File: config.mk
export PLATFORM = sky130hd
export DESIGN_NAME = adc_serial_emulator_flat
export DESIGN_NICKNAME = d
export VERILOG_FILES = /design/src/rtl/adc_serial_emulator_if.sv /design/src/rtl/adc_serial_emulator.sv /design/src/flat_wrapper.sv
export SDC_FILE = /design/constraint.sdc
export NUM_CORES = 1
export LEC_CHECK = 0
export BUFFER_PORTS_ARGS = -buffer_cell sky130_fd_sc_hd__buf_4
export CAP_MARGIN = 30
export CORE_MARGIN = 2
export CORE_UTILIZATION = 35
export CTS_CLUSTER_DIAMETER = 80
export DETAILED_ROUTE_END_ITERATION = 8
export PLACE_DENSITY = 0.64
export SLEW_MARGIN = 20
export SYNTH_ARGS = -nofsm -noshare
export SYNTH_HDL_FRONTEND = slang
export SYNTH_SLANG_ARGS = --single-unit
File: constraint.sdc
create_clock -name clk_50M -period 3.7 [get_ports clk_50M]
set_clock_uncertainty 0.15 [all_clocks]
set_input_delay 0.555 -clock clk_50M [delete_from_list [all_inputs] [get_ports clk_50M]]
set_output_delay 0.555 -clock clk_50M [all_outputs]
set_load 0.01 [all_outputs]
File: src/rtl/adc_serial_emulator_if.sv
// adc_serial_emulator_if: sample-pair handshake feeding the ADC emulator holding register.
interface adc_serial_emulator_if #(parameter int DATA_W = 12);
  logic valid;
  logic ready;
  logic [DATA_W-1:0] ch0;
  logic [DATA_W-1:0] ch1;
  modport master(output valid, ch0, ch1, input ready);
  modport slave(input valid, ch0, ch1, output ready);
endinterface

File: src/rtl/adc_serial_emulator.sv
// adc_serial_emulator: serial dual-channel ADC stand-in driven by oversampled CS/SCLK.
// Define ADC_EMU_RAMP_PATTERN_EN to replace the sample handshake with an internal ramp.
module adc_serial_emulator #(
  parameter int DATA_W      = 12,
  parameter int LEAD_ZEROS  = 2,
  parameter int TRAIL_ZEROS = 2,
  parameter int FRAME_BITS  = LEAD_ZEROS + DATA_W + TRAIL_ZEROS
) (
  input  logic        clk_50M,
  input  logic        reset,
  input  logic        adc_cs_n,
  input  logic        adc_sclk,
  output logic        sdata0,
  output logic        sdata1,
  adc_serial_emulator_if.slave smp,
  output logic        frame_done,
  output logic        frame_abort,
  output logic        underrun,
  output logic [15:0] frame_count
);
  localparam int CW = $clog2(FRAME_BITS + 1);
  typedef enum logic [1:0] {IDLE, SHIFT, WAIT_CS} state_t;
  state_t                state_q;
  logic [2:0]            cs_q, sclk_q;
  logic [FRAME_BITS-1:0] sh0_q, sh1_q, f0, f1;
  logic [CW-1:0]         bit_cnt_q, bit_nxt;
  logic [DATA_W-1:0]     w0, w1;
  logic [15:0]           fc_q;
  logic have, cs_fall, cs_rise, sclk_fall, sd0_q, sd1_q, done_q, abort_q, urun_q;
`ifdef ADC_EMU_RAMP_PATTERN_EN
  logic [DATA_W-1:0] ramp_q;
  assign w0        = ramp_q;
  assign w1        = ~ramp_q;
  assign have      = 1'b1;
  assign smp.ready = 1'b0;
`else
  logic [DATA_W-1:0] hold0_q, hold1_q, last0_q, last1_q;
  logic              pend_q, accept;
  assign have      = pend_q;
  assign w0        = pend_q ? hold0_q : last0_q;
  assign w1        = pend_q ? hold1_q : last1_q;
  assign smp.ready = ~pend_q;
  assign accept    = smp.valid & ~pend_q;
`endif
  assign f0        = {{LEAD_ZEROS{1'b0}}, w0, {TRAIL_ZEROS{1'b0}}};
  assign f1        = {{LEAD_ZEROS{1'b0}}, w1, {TRAIL_ZEROS{1'b0}}};
  assign cs_fall   = cs_q[2] & ~cs_q[1];
  assign cs_rise   = ~cs_q[2] & cs_q[1];
  assign sclk_fall = sclk_q[2] & ~sclk_q[1];
  assign bit_nxt   = bit_cnt_q + 1'b1;
  assign sdata0      = sd0_q;
  assign sdata1      = sd1_q;
  assign frame_done  = done_q;
  assign frame_abort = abort_q;
  assign underrun    = urun_q;
  assign frame_count = fc_q;
  always_ff @(posedge clk_50M or posedge reset) begin
    if (reset) begin
      state_q   <= IDLE;
      cs_q      <= '1;
      sclk_q    <= '0;
      sh0_q     <= '0;
      sh1_q     <= '0;
      bit_cnt_q <= '0;
      sd0_q     <= 1'b0;
      sd1_q     <= 1'b0;
      done_q    <= 1'b0;
      abort_q   <= 1'b0;
      urun_q    <= 1'b0;
      fc_q      <= '0;
`ifdef ADC_EMU_RAMP_PATTERN_EN
      ramp_q    <= '0;
`else
      hold0_q   <= '0;
      hold1_q   <= '0;
      last0_q   <= '0;
      last1_q   <= '0;
      pend_q    <= 1'b0;
`endif
    end else begin
      cs_q    <= {cs_q[1:0], adc_cs_n};
      sclk_q  <= {sclk_q[1:0], adc_sclk};
      done_q  <= 1'b0;
      abort_q <= 1'b0;
      urun_q  <= 1'b0;
      case (state_q)
        IDLE: if (cs_fall) begin
          // first frame bit goes out now; the register keeps the rest, MSB next
          sd0_q     <= f0[FRAME_BITS-1];
          sd1_q     <= f1[FRAME_BITS-1];
          sh0_q     <= f0 << 1;
          sh1_q     <= f1 << 1;
          bit_cnt_q <= '0;
          urun_q    <= ~have;
          state_q   <= SHIFT;
`ifndef ADC_EMU_RAMP_PATTERN_EN
          if (pend_q) begin
            last0_q <= hold0_q;
            last1_q <= hold1_q;
            pend_q  <= 1'b0;
          end
`endif
        end
        SHIFT: if (cs_rise) begin
          abort_q <= 1'b1;
          sd0_q   <= 1'b0;
          sd1_q   <= 1'b0;
          state_q <= IDLE;
        end else if (sclk_fall) begin
          bit_cnt_q <= bit_nxt;
          if (bit_nxt == CW'(FRAME_BITS)) begin
            sd0_q   <= 1'b0;
            sd1_q   <= 1'b0;
            done_q  <= 1'b1;
            fc_q    <= fc_q + 1'b1;
            state_q <= WAIT_CS;
`ifdef ADC_EMU_RAMP_PATTERN_EN
            ramp_q  <= ramp_q + 1'b1;
`endif
          end else begin
            sd0_q <= sh0_q[FRAME_BITS-1];
            sd1_q <= sh1_q[FRAME_BITS-1];
            sh0_q <= sh0_q << 1;
            sh1_q <= sh1_q << 1;
          end
        end
        WAIT_CS: if (cs_rise) state_q <= IDLE;
        default: state_q <= IDLE;
      endcase
`ifndef ADC_EMU_RAMP_PATTERN_EN
      if (accept) begin
        hold0_q <= smp.ch0;
        hold1_q <= smp.ch1;
        pend_q  <= 1'b1;
      end
`endif
    end
  end
endmodule

File: src/flat_wrapper.sv
// flat-port wrapper written by rule: the top's interface ports become plain ports
module adc_serial_emulator_flat 
#(
  parameter int DATA_W      = 12,
  parameter int LEAD_ZEROS  = 2,
  parameter int TRAIL_ZEROS = 2,
  parameter int FRAME_BITS  = LEAD_ZEROS + DATA_W + TRAIL_ZEROS
)
  (clk_50M, reset, adc_cs_n, adc_sclk, sdata0, sdata1, frame_done, frame_abort, underrun, frame_count, smp_valid, smp_ch0, smp_ch1, smp_ready);
  adc_serial_emulator_if #(.DATA_W(DATA_W)) smp_i ();
  input  logic clk_50M;
  input  logic reset;
  input  logic adc_cs_n;
  input  logic adc_sclk;
  output logic sdata0;
  output logic sdata1;
  output logic frame_done;
  output logic frame_abort;
  output logic underrun;
  output logic [15:0] frame_count;
  input wire logic [$bits(smp_i.valid)-1:0] smp_valid;
  input wire logic [$bits(smp_i.ch0)-1:0] smp_ch0;
  input wire logic [$bits(smp_i.ch1)-1:0] smp_ch1;
  output wire logic [$bits(smp_i.ready)-1:0] smp_ready;
  assign smp_i.valid = smp_valid;
  assign smp_i.ch0 = smp_ch0;
  assign smp_i.ch1 = smp_ch1;
  assign smp_ready = smp_i.ready;
  adc_serial_emulator #(.DATA_W(DATA_W), .LEAD_ZEROS(LEAD_ZEROS), .TRAIL_ZEROS(TRAIL_ZEROS), .FRAME_BITS(FRAME_BITS)) u_core (.clk_50M(clk_50M), .reset(reset), .adc_cs_n(adc_cs_n), .adc_sclk(adc_sclk), .sdata0(sdata0), .sdata1(sdata1), .smp(smp_i), .frame_done(frame_done), .frame_abort(frame_abort), .underrun(underrun), .frame_count(frame_count));
endmodule
==> results.toml <==
[outcome]
outcome = "finished clean"

[timing]
period_minus_slack_ps = 2838
timing.final.crit_share_pct = 76.70
hold_violations = 0
rsz0062_at_grt = "no"
setup_tns_ps = 0
fin_ws_ps = 862.3
fmax_ghz = 0.3524
setup_violations = 0
slew_violations = 0
worst_pin_slew_ps = 872.7
maxSlewHeadroom_pct = 41.69

[power_and_ir_drop]
power.total_mw = 3.789
seq_power_share_pct = 49.9
p_sw_share_pct = 29.63
leakagePower_nw = 2.549
ir_drop_uv = 329.1
p_per_area_nw_per_um2 = 662.3
switching_power_mw = 1.123
p_comb_share_pct = 25.4
intPower_mw = 2.667
clockPowerShare_pct = 24.8

[floorplanning]
io_pins = 51
die_w_um = 122.0
rows = 43
die-area_um2 = 14890
fp.coreArea_um2 = 13720
start_util_pct = 35.54
die_h_um = 122.0

[grt]
grt_max_degree = 59
use_met2_pct = 20.81
top_usage_layer = "met2"
grt_pass1_vias = 3079
antenna_found_initial = 0
grtUsageTotal_pct = 12.86
use_met3_pct = 3.886
grt_pass1_wl_um = 15120
grt_overflow = 0
grt_use_met1_pct = 16.88

[finish]
layout.nets = 468
utilization_pct = 41.71
synthToLayoutAreaGrowth_pct = 17.35
n_fill_cell = 1311
drive_gt1_share_pct = 31.90
diodes = 0

[cts]
cts_resized = 0
ctsRootBufferMaster = "clkbuf_16"
cts_max_level = 3
hold_buffers = 0
clock-sinks = 109
insertion_delay_ps = 340
numCtsBuffers = 9
post_cts_buffers = 0
clockBufferDepth = 2
clk_pin_slew_ps = 80
cts_tree = "done"

[worst_setup_path]
critPathTopFamily = "compound AO/OA/AOI/OAI gates"
crit_start = "u_core.cs_q[2]$_DFF_PP1_"
max_stage_delay_ps = 710
cp.arrival_ps = 2910
worst-path-buf-inv = 0
crit_fanout = 26
crit_required_ps = 3770
criticalPathCategory = "reg -> reg"
cp-start-kind = "flop"
r2r_start = "u_core.cs_q[2]$_DFF_PP1_"
crit_path_end_kind = "flop"
path_cells = "or4b_1, o31a_1, a21oi_4, mux2_2"
crit_slowest_cell = "a21oi_4"

[synthesis]
synth_top_cell_by_area = "dfrtp_1"
yosys_register_bits = 109
synth_top_area_share_pct = 54.40
syn_inst = 391
async_flop_share_pct = 100.0
yosys_most_used_dff = "dfrtp_1"
yosysMostFrequentCell = "dfrtp_1"
ys.warnings.count = 0
synth_edf_count = 0
syn-num-nets = 422
synth_area_um2 = 4876
syn_area_per_cell_um2 = 12.47
synth_common_cells = "dfrtp_1 (106), mux2_2 (52), nand2_1 (41)"
yosys-top-cells-area = "dfrtp_1 (54%), mux2_2 (12%), mux2i_1 (5.3%)"
synth.distinct_cells = 44
yosysSeqAreaShare_pct = 56.02

[place]
portBuffers = 50
detailedPlace.worstSlack_ps = 845.0
gp_congestion = 0.7883
dpl.hpwl_um = 5893

[drt]
firstDrtPassIters = 4
drt-total-wl_um = 8678
vias_per_cell = 4.889
drtIter0Drc = 134
drc = 0
vias = 3041
antenna_left = 0
routedWlPerCell_um = 13.95

[flow_run]
drv_cap = 0

[min_path]
hold_class = "in -> async"
## cell families (layout without fill, tap and decap cells)
logic type      Yosys count  in the layout  share of synthesized area (%)
flops                   109            109                          56.02
xor+xnor                 17             17                          3.054
mux                      94             94                          21.04
compound gates           47             47                          5.645
buf+inv                  26             77                          2.669
fa+ha+maj                 2              2                         0.5131
simple gates             96             96                          11.06
## per-layer routing
metal / up-vias / routed length (µm)
met2: 55 / 4252
met3: 6 / 297
met5: - / 0
met1: 1498 / 4064
met4: 0 / 63
li1: 1482 / -
## flip-flops by register name, summed over array words and instances, names as in the netlist, 2 cells and up
signal	cells
u_core.bit_cnt_q	5
u_core.cs_q	3
u_core.frame_count	16
u_core.hold0_q	12
u_core.hold1_q	12
u_core.last0_q	12
u_core.last1_q	12
u_core.sclk_q	3
u_core.sh0_q	13
u_core.sh1_q	13
u_core.state_q	2
## layout by cell type (no fill, tap or decap), types with 2 or more instances in the layout
master / n
dfrtp_1: 106
o21ai_0: 32
nor2b_2: 2
nor3_1: 3
nand2_1: 41
o2bb2ai_1: 2
nor4_2: 7
xor2_1: 10
mux2_2: 52
clkbuf_16: 9
dfstp_2: 3
nor4_1: 6
nand3_1: 11
xnor2_1: 7
inv_1: 5
ha_1: 2
mux2i_1: 26
buf_4: 54
nor2_1: 5
clkinvlp_4: 2
mux2_1: 16
o22ai_1: 2
a21oi_1: 3
nand4_1: 6
nand2b_1: 5
## metrics by stage
| stage | area (µm²) | cells | hold slack (ps) |
|---|---|---|---|
| after floorplan | 4876 | 391 | 181.2 |
| after global placement | 5426 | 606 | 205.3 |
| after detailed placement | 5426 | 606 | 210.7 |
| after CTS | 5722 | 622 | 147.6 |
| after global routing | 5722 | 622 | 145.7 |
| final | 5722 | 622 | 166.0 |
## final timing paths
path / slack [ps] / cells past startpoint / end
min in group clk_50M: 170 / 1 / u_core.cs_q[0]$_DFF_PP1_
max: 860 / 4 / u_core.sh1_q[13]$_DFFE_PP0P_
max in group asynchronous: 2480 / 3 / u_core.hold1_q[9]$_DFFE_PP0P_
min: 170 / 2 / u_core.bit_cnt_q[3]$_DFFE_PP0P_
min reg2reg: 220 / 0 / u_core.sclk_q[1]$_DFF_PP0_
max reg2reg: 860 / 4 / u_core.sh1_q[13]$_DFFE_PP0P_
## power by group through the flow
stage               Combinational [mW]  Sequential (mW)  Clock, mW
floorplan                        0.836             1.81          0
global placement                 0.946             1.90          0
detailed placement               0.983             1.92          0
CTS                              0.987             1.90      0.976
global route                      1.09             1.95       1.03
finish                           0.962             1.89      0.938
## cell type report
cell class,instances,area (µm²),area share (%)
Inverter,6,25.02,0.4373
Clock inverter,6,56.30,0.9840
Sequential cell,109,2731,47.74
Tap cell,180,225.2,3.936
Timing Repair Buffer,55,425.4,7.435
Clock buffer,10,239.0,4.177
Multi-Input combinational cell,256,2019,35.29
No activity file was read; power rests on OpenSTA's default activity.
